$ cat src/rtl/wes207_spi_regbank.sv
// SPI slave (mode 0, 16-bit frames) fronting a small register bank with GPO,
// LED control and a heartbeat counter; everything runs on pll_clk.
module wes207_spi_regbank #(
  parameter int GPO_WIDTH   = 7,
  parameter int NUM_REGS    = 8,
  parameter int SYNC_STAGES = 2,
  parameter int BLINK_BITS  = 24
) (
  input  logic                 pll_clk,
  input  logic                 reset,
  input  logic                 SCLK,
  input  logic                 SSB,
  input  logic                 MOSI,
  output logic                 MISO,
  output logic [GPO_WIDTH-1:0] gpo_pins,
  output logic                 led0,
  output logic                 led1,
  output logic                 wr_strobe,
  output logic [6:0]           wr_addr,
  output logic [7:0]           wr_data
);

  localparam int AW = (NUM_REGS > 1) ? $clog2(NUM_REGS) : 1;
  localparam logic [7:0] GPO_MASK = 8'((1 << GPO_WIDTH) - 1);
  localparam logic [7:0] LED_MASK = 8'h07;
  localparam logic [7:0] ID_VAL   = 8'hA5;

  typedef enum logic [1:0] {IDLE, CMD, DATA, DONE} state_t;

  logic [SYNC_STAGES-1:0] sclk_s, ssb_s, mosi_s;
  logic                   sclk_rise, sclk_fall, ssb_rise, ssb_fall, mosi_bit;

  state_t      state_q, state_d;
  logic [3:0]  bit_cnt;
  logic [6:0]  sh;
  logic        is_wr;
  logic [6:0]  addr_q;
  logic [7:0]  shout;
  logic [7:0]  regs [NUM_REGS];
  logic [BLINK_BITS-1:0] hb;

  logic        cmd_done, wr_commit;
  logic [6:0]  rd_addr;
  logic [7:0]  rd_data, wr_val, wr_mask;

  always_ff @(posedge pll_clk) begin
    if (reset) begin
      sclk_s <= '0;
      ssb_s  <= '1;
      mosi_s <= '0;
    end else begin
      sclk_s <= {sclk_s[SYNC_STAGES-2:0], SCLK};
      ssb_s  <= {ssb_s[SYNC_STAGES-2:0], SSB};
      mosi_s <= {mosi_s[SYNC_STAGES-2:0], MOSI};
    end
  end

  assign sclk_rise = sclk_s[SYNC_STAGES-2] & ~sclk_s[SYNC_STAGES-1];
  assign sclk_fall = ~sclk_s[SYNC_STAGES-2] & sclk_s[SYNC_STAGES-1];
  assign ssb_rise  = ssb_s[SYNC_STAGES-2] & ~ssb_s[SYNC_STAGES-1];
  assign ssb_fall  = ~ssb_s[SYNC_STAGES-2] & ssb_s[SYNC_STAGES-1];
  // MOSI is launched on the previous SCLK fall, so the one-cycle-older stage
  // is still stable at the detected rise.
  assign mosi_bit  = mosi_s[SYNC_STAGES-1];

  always_ff @(posedge pll_clk) begin
    if (reset) state_q <= IDLE;
    else       state_q <= state_d;
  end

  always_comb begin
    state_d   = state_q;
    cmd_done  = 1'b0;
    wr_commit = 1'b0;
    case (state_q)
      IDLE: if (ssb_fall) state_d = CMD;
      CMD: begin
        if (ssb_rise) state_d = IDLE;
        else if (sclk_rise && bit_cnt == 4'd7) begin
          state_d  = DATA;
          cmd_done = 1'b1;
        end
      end
      DATA: begin
        if (ssb_rise) state_d = IDLE;
        else if (sclk_rise && bit_cnt == 4'd15) begin
          state_d   = DONE;
          wr_commit = is_wr;
        end
      end
      DONE: if (ssb_rise) state_d = IDLE;
      default: state_d = IDLE;
    endcase
  end

  assign rd_addr = {sh[5:0], mosi_bit};
  assign wr_val  = {sh, mosi_bit};

  always_comb begin
    rd_data = 8'h00;
    if (int'(rd_addr) < NUM_REGS)
      rd_data = (rd_addr == 7'd0) ? ID_VAL : regs[rd_addr[AW-1:0]];
  end

  always_comb begin
    case (addr_q)
      7'd1:    wr_mask = GPO_MASK;
      7'd2:    wr_mask = LED_MASK;
      default: wr_mask = 8'hFF;
    endcase
  end

  always_ff @(posedge pll_clk) begin
    if (reset) begin
      bit_cnt <= '0;
      sh      <= '0;
      is_wr   <= 1'b0;
      addr_q  <= '0;
    end else begin
      if (state_q == IDLE) bit_cnt <= '0;
      else if ((state_q == CMD || state_q == DATA) && sclk_rise) begin
        bit_cnt <= bit_cnt + 4'd1;
        sh      <= {sh[5:0], mosi_bit};
      end
      if (cmd_done) begin
        is_wr  <= sh[6];
        addr_q <= rd_addr;
      end
    end
  end

  // Shift-out only advances on falls seen inside DATA of a read frame.
  always_ff @(posedge pll_clk) begin
    if (reset) begin
      MISO  <= 1'b0;
      shout <= '0;
    end else if (cmd_done) begin
      shout <= sh[6] ? 8'h00 : rd_data;
      MISO  <= 1'b0;
    end else if (state_d != DATA) begin
      MISO  <= 1'b0;
    end else if (state_q == DATA && !is_wr && sclk_fall) begin
      MISO  <= shout[7];
      shout <= {shout[6:0], 1'b0};
    end
  end

  always_ff @(posedge pll_clk) begin
    if (reset) begin
      wr_strobe <= 1'b0;
      wr_addr   <= '0;
      wr_data   <= '0;
      for (int i = 0; i < NUM_REGS; i++) regs[i] <= 8'h00;
    end else begin
      wr_strobe <= wr_commit;
      if (wr_commit) begin
        wr_addr <= addr_q;
        wr_data <= wr_val;
        if (int'(addr_q) < NUM_REGS && addr_q != 7'd0)
          regs[addr_q[AW-1:0]] <= wr_val & wr_mask;
      end
    end
  end

  always_ff @(posedge pll_clk) begin
    if (reset) hb <= '0;
    else       hb <= hb + 1'b1;
  end

  assign gpo_pins = regs[1][GPO_WIDTH-1:0];
  assign led0     = regs[2][0];
  assign led1     = regs[2][2] ? hb[BLINK_BITS-1] : regs[2][1];

endmodule

$ cat config.mk
export PLATFORM = sky130hd
export DESIGN_NAME = wes207_spi_regbank
export DESIGN_NICKNAME = d
export VERILOG_FILES = /design/src/rtl/wes207_spi_regbank.sv
export SDC_FILE = /design/constraint.sdc
export NUM_CORES = 1
export LEC_CHECK = 0
export ABC_AREA = 1
export BUFFER_PORTS_ARGS = -buffer_cell sky130_fd_sc_hd__buf_2
export CORE_MARGIN = 2
export CORE_UTILIZATION = 30
export DETAILED_ROUTE_END_ITERATION = 8
export HOLD_SLACK_MARGIN = 0.15
export MAX_ROUTING_LAYER = met4
export PLACE_DENSITY = 0.43
export SKIP_CTS_REPAIR_TIMING = 1
export SLEW_MARGIN = 25
export SYNTH_ARGS = -nofsm -noshare
export SYNTH_HDL_FRONTEND = slang
export SYNTH_SLANG_ARGS = --single-unit
$ cat constraint.sdc
create_clock -name pll_clk -period 3.8 [get_ports pll_clk]
set_input_delay 0.19 -clock pll_clk [delete_from_list [all_inputs] [get_ports pll_clk]]
set_output_delay 0.19 -clock pll_clk [all_outputs]
set_load 0.01 [all_outputs]
==> flow_metrics.py, run 1 <==
metrics = {
    "grt": {
        "grt_pass1_wl_um": 22700,
        "grt_pass1_vias": 4212,
        "grt_util_met2": 0.236,
        "track_usage": 0.149,
        "gr-usage-met3": 0.0320,
        "met1_usage": 0.189,
        "grt-ovfl-total": 0,
        "grt_max_degree": 30,
        "gr-max-usage-layer": "met2",
        "antenna_found_initial": 0,
    },
    "logic_synthesis": {
        "seq_area_frac_synth": 0.553,
        "yosys_warnings": 0,
        "synth_area_per_cell_um2": 8.66,
        "ys_types": 40,
        "yosysMostFrequentCell": "nand2_1",
        "synth.top_cell.area_share": 0.293,
        "ys.flop_type": "dfxtp_1",
        "yosysTopAreaCell": "edfxtp_1",
        "synth_cells": 675,
        "synth_common_cells": "124 x nand2_1, 105 x nor2_1, 76 x dfxtp_1, 58 x inv_1, 57 x edfxtp_1",
        "syn-cell-area_mm2": 0.00584,
        "ys_async_sr_fraction": 0,
        "synth-seq-cells": 133,
        "synth-edff-count": 57,
        "yosys-top-cells-area": "edfxtp_1 29%, dfxtp_1 26%, nand2_1 8.0%, nor2_1 6.7%, o21ai_0 4.7%",
    },
    "floorplan": {
        "die_width_um": 144,
        "coreArea_mm2": 0.0193,
        "die_h_um": 144,
        "start_util": 0.303,
        "row_count": 51,
        "ios": 31,
        "dieArea_mm2": 0.0206,
    },
    "timing": {
        "whs_ns": 0.236,
        "finalMaxSlewViolations": 0,
        "worst_slew_pin_slew_ns": 0.961,
        "period_share": 0.621,
        "fmax_ghz": 0.424,
        "setup_viol": 0,
        "fin_setup_tns_ns": 0,
        "rsz0062_at_grt": "false",
        "maxSlewHeadroom": 0.355,
        "fin_skew_ns": 0.0119,
        "worst_slack_ns": 1.44,
        "finalHoldViolCount": 0,
        "min_period_ns": 2.36,
    },
    "placed_design": {
        "dp_worst_setup_slack_ns": 1.44,
        "place_inst": 948,
        "gp_congestion": 0.849,
        "dp_hpwl_um": 9960,
        "port-buffer-count": 30,
    },
    "clock_tree": {
        "clock_sinks": 133,
        "cts.reportedPaths.clkPinSlew_ns": 0.06,
        "cts-root-buf": "clkbuf_16",
        "cts_tree": "built",
        "clk_latency_ns": 0.42,
        "cts_max_level": 4,
        "numCtsBuffers": 17,
        "cts_buffer_depth": 2,
    },
    "critical_path": {
        "worst_ep_arrival_time_ns": 2.42,
        "critical_path_required_ns": 3.86,
        "cp-end-kind": "flip-flop",
        "path_cells": "inv_1, ha_1, nand3_1, nor2_2, nand3_2, nor2_4, inv_2, nor3_4, nand2_4, nand2_1",
        "path_buf_inv": 2,
        "slowest_stage": "dfxtp_1",
        "worstPathMaxFanout": 9,
        "start_kind": "flip-flop",
        "cpPeakStageDelay_ns": 0.33,
        "crit_type": "reg2reg",
        "path_delay_family": "simple AND/OR/NAND/NOR gates",
    },
    "route": {
        "wl_per_cell_um": 14.5,
        "ant_nets": 0,
        "drtIter0Drc": 248,
        "first_pass_iters": 4,
        "num_vias": 4460,
        "routed_via_density": 4.54,
        "drc": 0,
        "wl_um": 14300,
    },
    "final_layout": {
        "synthToLayoutAreaGrowth_pct": 17.9,
        "final_cells": 983,
        "drive_above_1_share": 0.142,
        "num_antenna_cells": 0,
        "nets": 716,
        "nFillCells": 2020,
    },
    "job": {
        "drv_cap": 0,
    },
    "power": {
        "total_leakage_power_nw": 2.59,
        "p_per_area_mw_per_mm2": 496,
        "vdd_ir_drop_max_mv": 0.294,
    },
    "hold_path": {
        "hold_class": "in2reg",
    },
    "run_status": {
        "run_status": "finished, final reports clean",
    },
}
cells in the final DEF (no fill, tap or decap), types with 2 or more instances in the layout:
cell type,instances
o21ai_0,55
nor2_4,3
buf_2,30
nand2_2,2
clkinv_1,4
buf_4,5
clkbuf_16,19
nand2_1,124
o211ai_1,11
inv_2,2
a21oi_1,53
conb_1,7
o22ai_1,2
nor4_1,2
or2_2,12
clkinv_4,3
edfxtp_1,57
nand3_1,18
nor2_1,105
nor3_1,6
nor3_4,3
dfxtp_1,76
nand3b_1,3
nand4_1,9
o21ai_1,2
clkinv_2,2
bufinv_16,3
o21a_1,3
inv_1,57
dlygate4sd3_1,3
ha_1,6
nand2_4,3
nor2_2,4
o2111ai_1,2
a21boi_0,5
nand3_2,4
nor3b_1,2
power by group:
part           switching [W]  leakage [nW]  total, W  internal (W)
Combinational      0.0000760          1.12  0.000111     0.0000353
Sequential         0.0000186          1.16   0.00155       0.00153
Clock               0.000630         0.311   0.00176       0.00113
Total               0.000724          2.59   0.00342       0.00269
routing by layer:
metal	share of wire	up-vias
met5	0	-
met3	0.029	20
met2	0.47	66
met1	0.47	2086
met4	0.024	0
li1	-	2288
cells by family (layout without fill, tap and decap cells):
group	after synthesis	count (layout)	synth area share
simple gates	302	302	0.235
other cells	1	7	0.000642
compound gates	137	137	0.129
buf+inv	95	132	0.0672
flops	133	133	0.553
mux	1	1	0.00193
fa+ha+maj	6	6	0.0128
through the flow:
step | utilization | instance area (um^2) | total power [W]
after floorplan | - | 5870 | 0.00165
after global placement | 0.323 | 6230 | 0.00169
after detailed placement | 0.323 | 6230 | 0.00169
after CTS | 0.356 | 6860 | 0.00344
after global routing | 0.358 | 6890 | 0.00352
final | 0.358 | 6890 | 0.00342
registers in the layout (all words and copies together), names as in the netlist:
name	cells
bit_cnt	4
is_wr	1
wr_strobe	1
sh	7
MISO	1
addr_q	7
hb	24
regs	57
shout	8
state_q	2
wr_data	8
mosi_s	2
ssb_s	2
sclk_s	2
wr_addr	7
final cells by class:
type	instances	area (um^2)	share of cell area
inverter	62	233	0.0338
clock buffer	21	493	0.0715
sequential	133	3230	0.469
multi-input combinational	453	2240	0.325
tap	265	332	0.0481
timing repair buffer	38	218	0.0316
clock inverter	11	144	0.0209
path summary, 6_finish.rpt:
check                                           start                  endpoint  slack [ns]  depth (start not counted)
worst max-delay path            state_q[0]$_SDFF_PP0_  regs[5][6]$_SDFFCE_PN0P_        1.44                         10
worst min-delay path                            reset      sclk_s[1]$_SDFF_PP0_        0.24                          2
worst max register to register  state_q[0]$_SDFF_PP0_  regs[5][6]$_SDFFCE_PN0P_        1.44                         10
worst min register to register   mosi_s[0]$_SDFF_PP0_      mosi_s[1]$_SDFF_PP0_        0.42                          2
Note: power is estimated with default switching activity, not from simulation.
==> run 2: changes to the inputs <==
Settings changed: ABC_AREA 1 to 0.
Clock period 3.8 ns to 2.2 ns, I/O delays scaled along.
==> run 2 against run 1 <==
Against the previous run:
- critical path depth decreased by 3
- sequential share of layout area decreased by 1.9 points
- combinational power increased by 64%
- hold slack improved by 0.030 ns
- die area decreased by 1.5%
- sequential power increased by 69%
- clock skew decreased by 0.00053 ns
- non-clock buffer count increased by 38
==> flow_metrics.py, run 2 <==
metrics = {
    "placed_design": {
        "port-buffer-count": 30,
        "gp_congestion": 0.782,
        "dp_hpwl_um": 9490,
        "place_inst": 827,
    },
    "critical_path": {
        "start_kind": "flip-flop",
        "critPathLaunch": "state_q[0]$_SDFF_PP0_",
        "cpPeakStageDelay_ns": 0.58,
        "path_cells": "inv_4, ha_4, nand3_2, nor3_4, nand3_2, or4b_4, nand2b_4",
        "r2r_cells": 7,
        "critical_path_required_ns": 2.33,
        "slowest_stage": "or4b_4",
        "worst_ep_arrival_time_ns": 2.27,
        "path_delay_family": "simple AND/OR/NAND/NOR gates",
        "reg2reg_to": "regs[3][0]$_SDFFCE_PN0P_",
        "worstPathMaxFanout": 8,
        "r2r_slack_ns": 0.06,
        "cpMostUsedCell": "nand3_2",
        "cp-end-kind": "flip-flop",
        "crit_type": "reg2reg",
        "r2r_start": "state_q[0]$_SDFF_PP0_",
        "path_buf_inv": 1,
    },
    "timing": {
        "period_share": 0.973,
        "fmax_ghz": 0.467,
        "whs_ns": 0.265,
        "setup_viol": 0,
        "fin_skew_ns": 0.0113,
        "finalMaxSlewViolations": 0,
        "min_period_ns": 2.14,
        "finalHoldViolCount": 0,
    },
    "route": {
        "ant_nets": 0,
        "first_pass_iters": 4,
        "drtIter0Drc": 231,
        "drc": 0,
        "routed_via_density": 4.76,
        "wl_um": 13800,
        "wl_per_cell_um": 16.0,
        "num_vias": 4099,
    },
    "final_layout": {
        "largest_reg_flops": 56,
        "final_cells": 862,
        "top_register": "regs",
        "mostFrequentLayoutCells": "82 x nor2_1, 72 x dfxtp_1, 72 x nand2_1, 56 x edfxtp_1",
        "synthToLayoutAreaGrowth_pct": 24.1,
        "num_antenna_cells": 0,
        "drive_above_1_share": 0.242,
        "nets": 626,
        "layout_commonest_cell": "nor2_1",
        "top_regs": "regs: 56 flops, hb: 24 flops",
    },
    "logic_synthesis": {
        "synth_area_per_cell_um2": 10.3,
        "synth-seq-cells": 132,
        "yosysMostFrequentCell": "nor2_1",
        "ys_types": 50,
        "yosys-top-cells-area": "edfxtp_1 29%, dfxtp_1 26%, nor2_1 5.4%, nand2_1 4.7%, a21oi_1 3.1%",
        "synth.top_cell.area_share": 0.292,
        "synth_common_cells": "82 x nor2_1, 76 x dfxtp_1, 72 x nand2_1, 56 x edfxtp_1, 36 x a21oi_1",
        "ys.flop_type": "dfxtp_1",
        "synth-edff-count": 56,
        "yosys_warnings": 0,
        "yosysTopAreaCell": "edfxtp_1",
        "syn-cell-area_mm2": 0.00575,
        "ys_async_sr_fraction": 0,
        "seq_area_frac_synth": 0.557,
        "synth_cells": 558,
    },
    "floorplan": {
        "die_h_um": 142,
        "ios": 31,
        "row_count": 50,
        "coreArea_mm2": 0.0188,
        "start_util": 0.306,
        "die_width_um": 142,
        "dieArea_mm2": 0.0203,
    },
    "grt": {
        "grt_pass1_wl_um": 22200,
        "grt_pass1_vias": 4098,
        "track_usage": 0.149,
        "grt-ovfl-total": 0,
        "antenna_found_initial": 0,
        "grt_max_degree": 90,
    },
    "hold_path": {
        "holdPathEnd": "sclk_s[0]$_SDFF_PP0_",
        "hp-start": "reset",
        "hold_class": "in2reg",
        "holdPathStages": 3,
    },
    "clock_tree": {
        "cts_max_level": 4,
        "cts_tree": "built",
        "cts-root-buf": "clkbuf_16",
        "clk_latency_ns": 0.43,
        "cts_buffer_depth": 2,
        "numCtsBuffers": 17,
        "clock_sinks": 132,
        "cts.reportedPaths.clkPinSlew_ns": 0.06,
    },
    "power": {
        "vdd_ir_drop_max_mv": 0.482,
        "p_per_area_mw_per_mm2": 760,
        "total_leakage_power_nw": 2.51,
    },
    "run_status": {
        "run_status": "finished, final reports clean",
    },
    "job": {
        "drv_cap": 0,
    },
}
-- run 2: cell types whose count changed in the layout (fill, tap and decap cells not counted), sizes merged, moves of 11 or more --
cell,change
nor2b,+17
mux2,+11
nand2,-57
a21oi,-17
nand3,-12
o21ai,-54
mux2i,+13
buf,+38
xnor2,+15
o211ai,-11
inv,-48
nor2,-30
-- run 2: metal layers --
layer  vias up  GRT usage  part of all wire
li1       2048          -                 -
met1      1985      0.183              0.46
met2        51      0.238              0.49
met3        15     0.0417             0.033
met4         0     0.0485             0.014
met5         -          -                 0
-- run 2: how the worst max path moves through the flow --
| stage | end | slack [ns] | depth (start not counted) |
|---|---|---|---|
| CTS | shout[2]$_SDFFE_PP0P_ | -0.11 | 9 |
| detailed placement | shout[2]$_SDFFE_PP0P_ | -0.09 | 9 |
| floorplan | regs[3][0]$_SDFFCE_PN0P_ | 0.003 | 7 |
| global route | shout[4]$_SDFFE_PP0P_ | -0.02 | 7 |
| global placement | shout[2]$_SDFFE_PP0P_ | -0.06 | 9 |
| finish | regs[3][0]$_SDFFCE_PN0P_ | 0.06 | 7 |
-- run 2: through the flow --
step	area [um^2]	TNS (ns)	setup slack (ns)	utilization	total power, W
after floorplan	5820	0	0.00340	-	0.00278
after global placement	6470	-0.153	-0.0553	0.345	0.00284
after detailed placement	6470	-0.633	-0.0947	0.345	0.00285
after CTS	7020	-0.850	-0.105	0.374	0.00549
after global routing	7140	-0.0861	-0.0229	0.380	0.00563
final	7140	0	0.0601	0.380	0.00543
-- run 2: power breakdown --
group | total, W | switching [W] | internal [W]
clock | 0.00263 | 0.00108 | 0.00155
sequential | 0.00262 | 0.0000242 | 0.00260
combinational | 0.000182 | 0.000104 | 0.0000774
total | 0.00543 | 0.00121 | 0.00422
-- run 2: layout make-up --
| cell class | count | area, um^2 |
|---|---|---|
| fill | 1872 | 11600 |
| sequential | 132 | 3210 |
| multi-input combinational | 377 | 2450 |
| timing repair buffer | 76 | 594 |
| clock buffer | 20 | 437 |
| tap | 234 | 293 |
| clock inverter | 12 | 110 |
| inverter | 11 | 43.8 |
-- run 2: worst reg2reg max path, cell delays in order, from the launching register on --
cell	delay [ns]
dfxtp_4	0.36
inv_4	0.08
ha_4	0.15
nand3_2	0.10
nor3_4	0.28
nand3_2	0.15
or4b_4	0.58
nand2b_4	0.15
-- run 2: logic make-up after synthesis --
group	after synthesis	share of synthesized area
and+or+nand+nor	249	0.210
DFF	132	0.557
AOI/OAI and AO/OA	60	0.0661
buffers and inverters	54	0.0409
muxes	33	0.0774
xor gates and xnor gates	23	0.0350
adders and majority gates	6	0.0131
other	1	0.000652
==> run 3: changes to the inputs <==
--- a/config.mk
+++ b/config.mk
@@ -10,7 +10,6 @@
 export CORE_MARGIN = 2
-export CORE_UTILIZATION = 30
+export CORE_UTILIZATION = 45
 export DETAILED_ROUTE_END_ITERATION = 8
 export HOLD_SLACK_MARGIN = 0.15
-export MAX_ROUTING_LAYER = met4
-export PLACE_DENSITY = 0.43
+export PLACE_DENSITY = 0.6
 export SKIP_CTS_REPAIR_TIMING = 1
==> constraint.sdc (replaced) <==
create_clock -name pll_clk -period 2.2 [get_ports pll_clk]
set_input_delay 0.33 -clock pll_clk [delete_from_list [all_inputs] [get_ports pll_clk]]
set_output_delay 0.33 -clock pll_clk [all_outputs]
set_load 0.01 [all_outputs]
==> run 3 against run 2 <==
Against the previous run:
- fmax shrank 2.6%
- critical path type unchanged
- hold slack lost 0.13 ns
- sequential share of layout area shrank 0.055 points
- critical endpoint is now shout[2]$_SDFFE_PP0P_
- wire length decreased by 9.1%
- critical path depth rose by 1
- via count rose by 1.5%
- sequential cell count unchanged
- global-route usage is 4.6 points higher
==> flow_metrics.py, run 3 (synthesized netlist as in run 2, its figures left out) <==
metrics = {
    "run_status": {
        "run_status": "finished, final reports clean",
    },
    "timing": {
        "period_share": 0.999,
        "fin_skew_ns": 0.0114,
        "worst_slew_pin_slew_ns": 0.675,
        "fmax_ghz": 0.455,
        "finalHoldViolCount": 0,
        "finalMaxSlewViolations": 0,
        "maxSlewHeadroom": 0.550,
        "fin_setup_tns_ns": 0,
        "setup_viol": 0,
        "rsz0062_at_grt": "true",
        "min_period_ns": 2.20,
    },
    "floorplan": {
        "coreArea_mm2": 0.0126,
        "die_width_um": 117,
        "ios": 31,
        "start_util": 0.458,
        "dieArea_mm2": 0.0137,
        "row_count": 41,
        "die_h_um": 117,
    },
    "placed_design": {
        "gp_congestion": 0.792,
        "place_inst": 762,
        "port-buffer-count": 30,
        "dp_hpwl_um": 8650,
    },
    "route": {
        "wl_per_cell_um": 15.7,
        "wl_um": 12500,
        "drc": 0,
        "drtIter0Drc": 280,
        "ant_nets": 0,
        "routed_via_density": 5.21,
        "first_pass_iters": 5,
        "num_vias": 4162,
    },
    "critical_path": {
        "cpPeakStageDelay_ns": 0.45,
        "critical_path_required_ns": 2.50,
        "r2r_cells": 8,
        "worstPathMaxFanout": 7,
        "r2r_start": "state_q[0]$_SDFF_PP0_",
        "path_buf_inv": 2,
        "path_delay_family": "compound AO/OA/AOI/OAI gates",
        "start_kind": "flip-flop",
        "worst_ep_arrival_time_ns": 2.50,
        "slowest_stage": "a2111o_1",
        "r2r_slack_ns": 0.002,
        "path_cells": "inv_6, ha_4, nand2_1, a2111o_1, a222oi_1, buf_4, a21oi_4, mux2_1",
        "crit_type": "reg2reg",
        "cp-end-kind": "flip-flop",
        "reg2reg_to": "shout[2]$_SDFFE_PP0P_",
    },
    "clock_tree": {
        "clock_sinks": 132,
        "cts_tree": "built",
        "cts.reportedPaths.clkPinSlew_ns": 0.06,
        "cts-root-buf": "clkbuf_16",
        "cts_buffer_depth": 2,
        "cts_max_level": 4,
        "numCtsBuffers": 17,
        "clk_latency_ns": 0.42,
    },
    "power": {
        "total_leakage_power_nw": 2.56,
        "p_per_area_mw_per_mm2": 813,
        "vdd_ir_drop_max_mv": 0.631,
    },
    "grt": {
        "grt_pass1_vias": 4097,
        "antenna_found_initial": 0,
        "grt_pass1_wl_um": 20200,
        "grt-ovfl-total": 0,
        "track_usage": 0.195,
        "grt_max_degree": 67,
    },
    "hold_path": {
        "holdPathStages": 2,
        "hp-start": "MOSI",
        "holdPathEnd": "mosi_s[0]$_SDFF_PP0_",
        "hold_class": "in2reg",
    },
    "final_layout": {
        "num_antenna_cells": 0,
        "top_regs": "regs: 56 flops, hb: 24 flops",
        "final_cells": 799,
        "nets": 625,
        "synthToLayoutAreaGrowth_pct": 24.3,
        "layout_commonest_cell": "nor2_1",
        "largest_reg_flops": 56,
        "mostFrequentLayoutCells": "82 x nor2_1, 72 x dfxtp_1, 71 x nand2_1, 56 x edfxtp_1, 41 x buf_4",
        "drive_above_1_share": 0.262,
        "top_register": "regs",
    },
    "job": {
        "drv_cap": 0,
    },
}
[run 3: power by group]
group          internal (W)  total, W  switching, W
registers           0.00260   0.00262     0.0000266
clock network       0.00195   0.00300       0.00105
logic             0.0000812  0.000183      0.000102
[run 3: cell type report]
type / instances / area, um^2
repair buffers: 75 / 518
inverters: 11 / 46.3
clock buffers: 22 / 495
well taps: 172 / 215
fillers: 1041 / 5420
multi-input cells: 377 / 2520
clock inverters: 10 / 143
flip-flops and latches: 132 / 3210
[run 3: per-layer routing]
metal | track usage | up-vias | part of all wire | wire length (um)
met5 | 0 | - | 0 | 0
met4 | 0.0792 | 0 | 0.018 | 228
met3 | 0.0536 | 21 | 0.035 | 437
met2 | 0.309 | 69 | 0.49 | 6140
met1 | 0.256 | 2024 | 0.46 | 5720
li1 | - | 2048 | - | -
[run 3: worst max path at each step]
stage                            start                        to  slack [ns]  depth (start not counted)
2_1_floorplan  bit_cnt[0]$_SDFFE_PP0P_  regs[3][0]$_SDFFCE_PN0P_       0.003                          7
3_3_place_gp     state_q[0]$_SDFF_PP0_     shout[2]$_SDFFE_PP0P_       -0.01                          9
3_5_place_dp     state_q[0]$_SDFF_PP0_     shout[2]$_SDFFE_PP0P_       -0.10                          9
4_1_cts          state_q[0]$_SDFF_PP0_     shout[2]$_SDFFE_PP0P_       -0.11                          9
5_1_grt          state_q[0]$_SDFF_PP0_     shout[2]$_SDFFE_PP0P_       -0.09                          8
6_report         state_q[0]$_SDFF_PP0_     shout[2]$_SDFFE_PP0P_       0.002                          8
[run 3: worst reg2reg max path, delay by kind of cell (launching register included)]
family	cells	cell delay [ns]
buffers and inverters	2	0.28
flip-flops	1	0.37
adder cells (fa/ha/maj)	1	0.18
AND/OR/NAND/NOR	1	0.09
AO/OA/AOI/OAI	3	0.86
multiplexers	1	0.32
[run 3: per-stage QoR]
step           hold slack (ns)  power, W  instance area, um^2  worst slack, ns   util
3_3_place_gp             0.418   0.00284                 6310          -0.0125  0.502
6_report                 0.132   0.00581                 7150          0.00191  0.569
5_1_grt                  0.163   0.00600                 7150          -0.0900  0.569
3_5_place_dp             0.438   0.00284                 6310           -0.102  0.502
4_1_cts                  0.102   0.00585                 6950           -0.108  0.553
2_1_floorplan            0.414   0.00278                 5820          0.00340      -
